File: src/rtl/bpsk_bit_framer.sv
// bpsk_bit_framer
// Builds BPSK frames from payload bytes: alternating preamble, sync word,
// then payload MSB first, at BIT_PERIOD clocks per bit. Between frames the
// output idles at 1 so the modulator emits unmodulated carrier.
module bpsk_bit_framer #(
  parameter int unsigned BIT_PERIOD   = 16,
  parameter int unsigned PREAMBLE_LEN = 16,
  parameter logic [7:0]  SYNC_WORD    = 8'hD3
) (
  input  logic       clk,
  input  logic       rst,
  input  logic [7:0] in_data,
  input  logic       in_valid,
  input  logic       in_last,
  output logic       in_ready,
  output logic       data_bit,
  output logic       bit_strobe,
  output logic       busy,
  output logic       underrun
);

  localparam int unsigned BW = $clog2(BIT_PERIOD);
  localparam int unsigned PW = $clog2(PREAMBLE_LEN + 1);

  localparam logic [BW-1:0] BIT_LAST = BW'(BIT_PERIOD - 1);
  localparam logic [PW-1:0] PRE_LAST = PW'(PREAMBLE_LEN - 1);

  typedef enum logic [1:0] {
    ST_IDLE,
    ST_PREAMBLE,
    ST_SYNC,
    ST_PAYLOAD
  } state_t;

  // Registered state
  state_t        state_q;
  logic [BW-1:0] bit_cnt_q;
  logic [PW-1:0] pre_cnt_q;
  logic [2:0]    bit_idx_q;
  logic [7:0]    shreg_q;
  logic          cur_last_q;
  logic [7:0]    buf_data_q;
  logic          buf_last_q;
  logic          buf_full_q;
  logic          last_seen_q;

  // Next-state values
  state_t        state_d;
  logic [BW-1:0] bit_cnt_d;
  logic [PW-1:0] pre_cnt_d;
  logic [2:0]    bit_idx_d;
  logic [7:0]    shreg_d;
  logic          cur_last_d;
  logic [7:0]    buf_data_d;
  logic          buf_last_d;
  logic          buf_full_d;
  logic          last_seen_d;
  logic          data_bit_d;
  logic          bit_strobe_d;
  logic          busy_d;
  logic          underrun_d;
  logic          in_ready_d;

  logic accept;
  logic bit_end;

  assign accept  = in_valid && in_ready;
  assign bit_end = (bit_cnt_q == BIT_LAST);

  // Next-state, buffer handshake and registered-output values
  always_comb begin
    logic drain;
    logic to_idle;

    // NOTE: every variable assigned here gets a default first, so no path
    // leaves a value unassigned and no latch is inferred.
    state_d      = state_q;
    bit_cnt_d    = bit_end ? '0 : bit_cnt_q + 1'b1;
    pre_cnt_d    = pre_cnt_q;
    bit_idx_d    = bit_idx_q;
    shreg_d      = shreg_q;
    cur_last_d   = cur_last_q;
    buf_data_d   = buf_data_q;
    buf_last_d   = buf_last_q;
    buf_full_d   = buf_full_q;
    last_seen_d  = last_seen_q;
    data_bit_d   = data_bit;
    bit_strobe_d = 1'b0;
    busy_d       = busy;
    underrun_d   = 1'b0;
    drain        = 1'b0;
    to_idle      = 1'b0;

    // Buffer write; in_ready is low whenever the buffer is full, so a write
    // never lands in the same cycle as a drain.
    if (accept) begin
      buf_data_d = in_data;
      buf_last_d = in_last;
      buf_full_d = 1'b1;
    end

    unique case (state_q)
      ST_IDLE: begin
        data_bit_d = 1'b1;
        busy_d     = 1'b0;
        bit_cnt_d  = '0;
        // A byte left in the buffer (accepted on the clock an underrun
        // ended the previous frame) starts the next frame as well.
        if (accept || buf_full_q) begin
          state_d      = ST_PREAMBLE;
          pre_cnt_d    = '0;
          bit_strobe_d = 1'b1;
          data_bit_d   = 1'b1;
          busy_d       = 1'b1;
        end
      end

      ST_PREAMBLE: begin
        if (bit_end) begin
          bit_strobe_d = 1'b1;
          if (pre_cnt_q == PRE_LAST) begin
            state_d    = ST_SYNC;
            bit_idx_d  = 3'd7;
            data_bit_d = SYNC_WORD[7];
          end else begin
            pre_cnt_d  = pre_cnt_q + 1'b1;
            // Bit i+1 is ~(i+1)[0], which equals i[0].
            data_bit_d = pre_cnt_q[0];
          end
        end
      end

      ST_SYNC: begin
        if (bit_end) begin
          bit_strobe_d = 1'b1;
          if (bit_idx_q == 3'd0) begin
            state_d    = ST_PAYLOAD;
            shreg_d    = buf_data_q;
            cur_last_d = buf_last_q;
            bit_idx_d  = 3'd7;
            data_bit_d = buf_data_q[7];
            drain      = 1'b1;
          end else begin
            bit_idx_d  = bit_idx_q - 3'd1;
            data_bit_d = SYNC_WORD[bit_idx_d];
          end
        end
      end

      ST_PAYLOAD: begin
        if (bit_end) begin
          if (bit_idx_q != 3'd0) begin
            bit_strobe_d = 1'b1;
            bit_idx_d    = bit_idx_q - 3'd1;
            shreg_d      = {shreg_q[6:0], 1'b0};
            data_bit_d   = shreg_q[6];
          end else if (cur_last_q) begin
            to_idle = 1'b1;
          end else if (buf_full_q) begin
            bit_strobe_d = 1'b1;
            shreg_d      = buf_data_q;
            cur_last_d   = buf_last_q;
            bit_idx_d    = 3'd7;
            data_bit_d   = buf_data_q[7];
            drain        = 1'b1;
          end else begin
            underrun_d = 1'b1;
            to_idle    = 1'b1;
          end
        end
      end

      default: begin
        to_idle = 1'b1;
      end
    endcase

    if (drain) begin
      buf_full_d = 1'b0;
    end

    if (to_idle) begin
      state_d     = ST_IDLE;
      data_bit_d  = 1'b1;
      busy_d      = 1'b0;
      last_seen_d = 1'b0;
    end

    if (accept && in_last) begin
      last_seen_d = 1'b1;
    end

    in_ready_d = !buf_full_d && !last_seen_d;
  end

  // State, storage and output registers
  always_ff @(posedge clk or negedge rst) begin
    // NOTE: sequential state uses non-blocking assignments only, so every
    // register samples the pre-edge values computed above.
    if (!rst) begin
      state_q     <= ST_IDLE;
      bit_cnt_q   <= '0;
      pre_cnt_q   <= '0;
      bit_idx_q   <= '0;
      // NOTE: the shift register and holding buffer are cleared as well; a
      // reset mid-frame must leave no stale byte or flag to restart from.
      shreg_q     <= '0;
      cur_last_q  <= 1'b0;
      buf_data_q  <= '0;
      buf_last_q  <= 1'b0;
      buf_full_q  <= 1'b0;
      last_seen_q <= 1'b0;
      data_bit    <= 1'b1;
      bit_strobe  <= 1'b0;
      busy        <= 1'b0;
      underrun    <= 1'b0;
      in_ready    <= 1'b0;
    end else begin
      state_q     <= state_d;
      bit_cnt_q   <= bit_cnt_d;
      pre_cnt_q   <= pre_cnt_d;
      bit_idx_q   <= bit_idx_d;
      shreg_q     <= shreg_d;
      cur_last_q  <= cur_last_d;
      buf_data_q  <= buf_data_d;
      buf_last_q  <= buf_last_d;
      buf_full_q  <= buf_full_d;
      last_seen_q <= last_seen_d;
      data_bit    <= data_bit_d;
      bit_strobe  <= bit_strobe_d;
      busy        <= busy_d;
      underrun    <= underrun_d;
      in_ready    <= in_ready_d;
    end
  end

endmodule

File: config.mk
export PLATFORM = sky130hd
export DESIGN_NAME = bpsk_bit_framer
export DESIGN_NICKNAME = d
export VERILOG_FILES = /design/src/rtl/bpsk_bit_framer.sv
export SDC_FILE = /design/constraint.sdc
export NUM_CORES = 1
export LEC_CHECK = 0
export CORE_MARGIN = 10
export CORE_UTILIZATION = 55
export CTS_BUF_LIST = sky130_fd_sc_hd__clkbuf_16
export DETAILED_ROUTE_END_ITERATION = 10
export PLACE_DENSITY_LB_ADDON = 0.2
export SYNTH_ARGS = -nofsm -noshare
export SYNTH_HDL_FRONTEND = slang
export SYNTH_SLANG_ARGS = --single-unit
export TNS_END_PERCENT = 20
File: constraint.sdc
create_clock -name clk -period 5.6 [get_ports clk]
set_input_delay 1.12 -clock clk [delete_from_list [all_inputs] [get_ports clk]]
set_output_delay 1.12 -clock clk [all_outputs]
set_load 0.01 [all_outputs]
==> results of run 1 <==
==> worst paths after layout <==
path | to | slack (ps) | cells past startpoint
setup / recovery | data_bit | 3130 | 1
hold / removal | underrun$_DFF_PN0_ | 500 | 1
setup reg to reg | pre_cnt_q[0]$_DFFE_PN0P_ | 3450 | 7
hold reg to reg | underrun$_DFF_PN0_ | 500 | 1
max in group asynchronous | buf_data_q[7]$_DFFE_PN0P_ | 4150 | 1
min in group asynchronous | pre_cnt_q[3]$_DFFE_PN0P_ | 930 | 1
==> power breakdown <==
part	switching [uW]	total (uW)	leakage, uW	internal (uW)
registers	32.4	366	0.000458	334
logic	49.5	121	0.000532	71.3
clock network	108	316	0.0000836	208
total	190	803	0.00107	613
==> placed cells by master (no fill, tap or decap), types with 2 or more instances in the layout <==
cell type	synthesis	routed
a311oi_1	2	2
nand4_1	2	2
inv_1	8	8
dfrtp_1	37	37
nand2_1	10	10
a31oi_1	2	2
nor2_1	10	10
or3_1	3	3
ha_1	10	10
nor3b_1	2	2
and3_1	2	2
mux2i_1	6	6
clkinv_2	0	2
mux2_2	23	23
nand3_1	3	3
nor3_1	2	2
a21boi_0	3	3
clkbuf_16	0	5
o21ai_0	9	9
clkdlybuf4s50_1	0	15
o21a_1	2	2
a21oi_1	5	5
nor2b_1	4	4
nand2b_1	6	6
==> registers in the layout, summed over array words and instances, names as in the netlist, 2 cells and up <==
register	cells
buf_data_q	8
shreg_q	7
pre_cnt_q	5
bit_cnt_q	4
bit_idx_q	3
state_q	2
==> synthesized netlist by cell type (4+ instances only) <==
| master | count |
|---|---|
| a21oi_1 | 5 |
| dfrtp_1 | 37 |
| ha_1 | 10 |
| inv_1 | 8 |
| mux2_2 | 23 |
| mux2i_1 | 6 |
| nand2_1 | 10 |
| nand2b_1 | 6 |
| nor2_1 | 10 |
| nor2b_1 | 4 |
| o21ai_0 | 9 |
==> per-layer routing <==
metal,wire length [um],track usage (%)
met2,2010,22.1
met5,0,0
met1,1610,14.3
met3,193,4.57
met4,64,5.28
==> per-stage QoR <==
step	util (%)	worst slack (ps)	hold slack [ps]	total power (uW)
final	68.6	3130	497	803
after global routing	68.6	3030	509	838
after CTS	68.6	3120	493	809
after detailed placement	63.8	2850	490	493
after global placement	63.8	2950	468	481
after floorplan	-	3580	439	447
==> final cells by class <==
cell class              count  share of cell area (%)
multi-input cells         126                    42.4
clock inverters             3                    1.70
clock buffers               5                    5.30
repair buffers             16                    6.57
inverters                   8                    1.27
well taps                  46                    2.44
flip-flops and latches     38                    40.3
==> cells by family after synthesis <==
logic type	after synthesis	share of synthesized area [%]
AO/OA/AOI/OAI	33	11.4
adder cells (fa/ha/maj)	10	6.20
multiplexers	30	16.6
buffers and inverters	13	3.16
flip-flops	38	47.2
XOR/XNOR	1	0.434
AND/OR/NAND/NOR	52	15.0
==> key figures, run 1 <==
Critical path
  • CP max-delay cell: dfstp_2
  • Reg2reg start: pre_cnt_q[0]$_DFFE_PN0P_
  • CP Max Fanout: 2
  • Worst Path Required: between 4000 and 5000 ps
  • Crit path kind: reg -> out
  • Startpoint types: register
  • Cell family with most CP delay: flip-flops
  • Cells along the critical path: clkdlybuf4s50_1
  • CP bufs+invs: 1
  • CP startpoint: data_bit$_DFFE_PN1P_
  • CP Capture Type: output pin
  • Slowest stage delay, CP: between 500 and 600 ps
  • Arrival time at the worst endpoint: between 1000 and 1500 ps

Finish
  • Design area: 0.00236 mm2
  • P&R area growth vs syn: 17.1%
  • Fill count: about 260
  • Share of layout cells above drive strength 1: 21.4%
  • Finished Layout Cells: 242
  • Multi-input gate area: roughly 0.0010 mm2
  • Final #Nets: around 220
  • Diodes inserted: 0
  • Reg area: about 950 um2

Placement
  • Port buffer count: 16
  • Hpwl dp: 2900 um
  • Placed inst area: 0.00220 mm2
  • Placer Congestion: around 0.86
  • Placed insts: 234

Die
  • Core area: 0.00344 mm2
  • # IOs: 17
  • Starting Density: between 50 and 60%
  • Row Count: 21
  • Die height: slightly above 80 um
  • Total die area: 0.00649 mm2
  • Die width: 80.6 um

Drt
  • First drt pass iteration count: 4
  • Detail Route Antenna Nets: 0
  • WL final: between 3000 and 4000 um
  • Vias: around 1,400
  • Drt via density: approximately 5.7
  • Initial DRC Count: 48
  • DRC viols: 0
  • WL per Instance: around 16 um

Min path
  • HP Class: reg -> reg
  • Worst Hold Launch: cur_last_q$_DFFE_PN0P_

Clock tree
  • Post-CTS Resized: 0
  • Clock sinks: 38
  • CTS Root Cell: clkbuf_16
  • Clock buffer depth: 2
  • CTS tree: built
  • Clock transition at path regs: approximately 60 ps
  • Total CTS buffers: 5
  • H-tree levels: 2
  • Post-CTS Setup Inserts: 0
  • # hold bufs at CTS: 0
  • Clock Latency Late Sink: approximately 280 ps

Synth
  • Instance count of the mapped netlist: approximately 180
  • Seq/Total Area, Yosys: 47.2%
  • Synth Net Count: around 200
  • Post-synth cell types: 45
  • Post-synth top area share: between 40% and 50%
  • Syn Area/Cell: ~11 um2
  • Yosys top cell by area: dfrtp_1
  • Number of flops mapped to enable cells by yosys: 0
  • Ys Warns: 0
  • Asr flop ratio synth: 100%
  • Top_reg_cell synth: dfrtp_1
  • Synth area leaders: dfrtp_1 46%, mux2_2 13%, ha_1 6.2%
  • Post-synthesis register bit count: 38
  • Cell Area, Synth: a little over 0.002 mm2

Outcome
  • Status: finished, final reports clean

Timing
  • Final Slew Violations: 0
  • Rel. slew slack: approximately 46%
  • Final Setup Violations: 0
  • Final Hold Viols: 0
  • Clock Skews: between 8 and 9 ps
  • TNS Setup: 0 ps
  • Slew @ Worst Pin: a little over 800 ps
  • Max Fclk: slightly above 0.4 GHz
  • Final min period: 2470 ps
  • Fin crit share: 44.1%
  • RSZ-0062 raised after global routing: no

Global route
  • GRT overflow: 0
  • Gr usage total: between 10% and 20%
  • First-pass GRT wire length: about 6700 um
  • Largest net degree at the start of global routing: 39
  • Vias in the first global route: around 1,500
  • Initial antenna violation count: 0

Power and ir drop
  • Maximum vdd drop: around 0.26 mV
  • Static Leak: around 0.0011 uW
  • Pwr Density: about 340 mW/mm2

Job
  • Max_cap viols: 0
Power figures use the tool's default switching activity.
==> inputs of run 2 (changes only) <==
- clock period: 5.6 -> 2.3 ns (I/O delays scaled with it)
==> run 2 against run 1 <==
  * Sequential cell count did not move
  * Clock skew fell by 4.7 ps
  * Via count rose by 2.4%
  * Utilization rose by 0.36 points
  * Cell area rose by 0.53%
  * Worst hold slack got worse by 210 ps
  * Worst setup slack got worse by 2900 ps
  * Largest cell class unchanged
  * Largest power group unchanged
  * Power rose by 150%
  * Clock-buffer cell count did not move
==> key figures, run 2 (synthesis results as in run 1) <==
Clock tree
  • Clock buffer depth: 2 (unchanged)
  • Clock sinks: 38 (unchanged)
  • Clock transition at path regs: 60 ps (about the same)
  • H-tree levels: 2 (unchanged)
  • Clock Latency Late Sink: 280 ps (about the same)
  • # hold bufs at CTS: 0 (unchanged)
  • Post-CTS Setup Inserts: 0 (unchanged)
  • Total CTS buffers: 5 (unchanged)
  • CTS Root Cell: clkbuf_16
  • Post-CTS Resized: 0 (unchanged)
  • CTS tree: built

Timing
  • Final Slew Violations: 0 (unchanged)
  • Slew @ Worst Pin: 844 ps (+29.0 ps)
  • RSZ-0062 raised after global routing: no
  • TNS Setup: 0 ps (unchanged)
  • Fin crit share: about nine tenths
  • Final Hold Viols: 0 (unchanged)
  • Clock Skews: 3.43 ps (-4.71 ps)
  • Hold WS: 284 ps (-213 ps)
  • Setup ws final: 226 ps (-2900 ps)
  • Max Fclk: roughly 0.48 GHz
  • Rel. slew slack: 43.7% (-1.9 points)
  • Final min period: about 2100 ps
  • Final Setup Violations: 0 (unchanged)

Drt
  • DRC viols: 0 (unchanged)
  • Vias: 1,414 (+2.4%)
  • First drt pass iteration count: 4 (unchanged)
  • WL per Instance: 16.5 um (+3.1%)
  • Detail Route Antenna Nets: 0 (unchanged)
  • Initial DRC Count: 143 (+200%)
  • Drt via density: 5.82 (+2.0%)
  • WL final: 4010 um (+3.5%)

Critical path
  • Worst Path Required: 2470 ps (-2010 ps)
  • CP Max Fanout: 5 (+3)
  • CP Capture Type: register
  • Reg2reg path depth: 7 (unchanged)
  • R2r setup slk: 230 ps (-3220 ps)
  • Startpoint types: register
  • Slowest stage delay, CP: 420 ps (-120 ps)
  • Cells along the critical path: ha_1, and3_1, ha_1, nand2b_1, o21bai_1, nand2_1, mux2_2
  • FF-to-FF End: pre_cnt_q[0]$_DFFE_PN0P_
  • Crit path kind: reg -> reg
  • Reg2reg start: pre_cnt_q[0]$_DFFE_PN0P_
  • Most used cell, CP: ha_1
  • CP max-delay cell: dfrtp_1
  • Arrival time at the worst endpoint: 2240 ps (+890 ps)

Job
  • Max_cap viols: 0 (unchanged)

Finish
  • Most frequent cells in the layout: 37 x dfrtp_1, 23 x mux2_2, 15 x clkdlybuf4s50_1
  • Max reg flops: 8 (unchanged)
  • Final #Nets: 218 (+0.46%)
  • Top reg by flops: buf_data_q
  • Share of layout cells above drive strength 1: 21.8% (+0.40 points)
  • Largest registers: buf_data_q x8, shreg_q x7, pre_cnt_q x5
  • P&R area growth vs syn: 17.7%
  • Core Util, Final: 69.0% (+0.36 points)
  • Most common cell after layout, fill and taps aside: dfrtp_1
  • Finished Layout Cells: 243 (+0.41%)
  • Diodes inserted: 0 (unchanged)

Global route
  • Gr usage total: 13.3% (+0.37 points)
  • Initial antenna violation count: 0 (unchanged)
  • GRT overflow: 0 (unchanged)
  • Largest net degree at the start of global routing: 39 (unchanged)
  • Vias in the first global route: 1,575 (+5.2%)
  • First-pass GRT wire length: 6920 um (+3.4%)

Power and ir drop
  • Maximum vdd drop: 0.569 mV (+120%)
  • Pwr Density: 831 mW/mm2 (+140%)
  • Static Leak: 0.00107 uW (-0.31%)

Placement
  • Hpwl dp: 2990 um (+3.3%)
  • Placement Setup Slack: 240 ps (-2610 ps)
  • Placer Congestion: 0.866 (+1.1%)
  • Placed insts: 235 (+0.43%)
  • Port buffer count: 16 (unchanged)

Outcome
  • Status: finished, final reports clean

Die
  • Total die area: 0.00649 mm2 (unchanged)
  • Row Count: 21 (unchanged)
  • Starting Density: 58.6% (unchanged)
  • # IOs: 17 (unchanged)
  • Die height: 80.6 um (unchanged)
  • Core area: 0.00344 mm2 (unchanged)
  • Die width: 80.6 um (unchanged)

Min path
  • HP Class: in -> async
run 2: changes by cell type in the layout (fill, tap and decap cells not counted), sizes merged:
cell and delta:
clkinvlp +2, buf +1, clkinv -2
run 2: power by group:
group | switching (uW) | internal (uW)
logic | 124 | 176
registers | 74.9 | 812
clock network | 275 | 511
total | 474 | 1500
run 2: area by class of cell:
class | count | area (um2)
multi-input cells | 126 | 1000
fillers | 272 | 1070
clock inverters | 3 | 45.0
repair buffers | 17 | 163
well taps | 46 | 57.6
flip-flops and latches | 38 | 952
clock buffers | 5 | 125
inverters | 8 | 30.0
run 2: worst max-delay path, delay by kind of cell (launching register included):
| kind | cells | cell delay [ps] |
|---|---|---|
| fa+ha+maj | 2 | 450 |
| simple gates | 3 | 520 |
| compound gates | 1 | 270 |
| mux | 1 | 300 |
| flops | 1 | 420 |
run 2: worst max path at each step:
stage | slack [ps] | end | start | depth (start not counted)
final | 230 | pre_cnt_q[0]$_DFFE_PN0P_ | pre_cnt_q[0]$_DFFE_PN0P_ | 7
after detailed placement | 240 | pre_cnt_q[0]$_DFFE_PN0P_ | pre_cnt_q[0]$_DFFE_PN0P_ | 7
after global routing | 50 | pre_cnt_q[0]$_DFFE_PN0P_ | state_q[1]$_DFFE_PN0P_ | 6
after floorplan | 460 | pre_cnt_q[0]$_DFFE_PN0P_ | pre_cnt_q[0]$_DFFE_PN0P_ | 7
after global placement | 330 | shreg_q[4]$_DFFE_PN0P_ | bit_idx_q[0]$_DFFE_PN0P_ | 6
after CTS | 220 | pre_cnt_q[0]$_DFFE_PN0P_ | pre_cnt_q[0]$_DFFE_PN0P_ | 7
run 2: per-stage QoR:
stage	power (uW)	instance area [um2]
5_1_grt	2050	2370
4_1_cts	1990	2370
3_5_place_dp	1210	2200
2_1_floorplan	1090	2020
6_report	1970	2370
3_3_place_gp	1180	2200
run 2: per-layer routing:
| metal | up-vias | share of wire, % | track usage [%] |
|---|---|---|---|
| li1 | 670 | - | - |
| met1 | 712 | 42 | 13.8 |
| met2 | 26 | 52 | 24.3 |
| met3 | 6 | 4.1 | 4.01 |
| met4 | 0 | 1.6 | 5.28 |
| met5 | - | 0 | 0 |
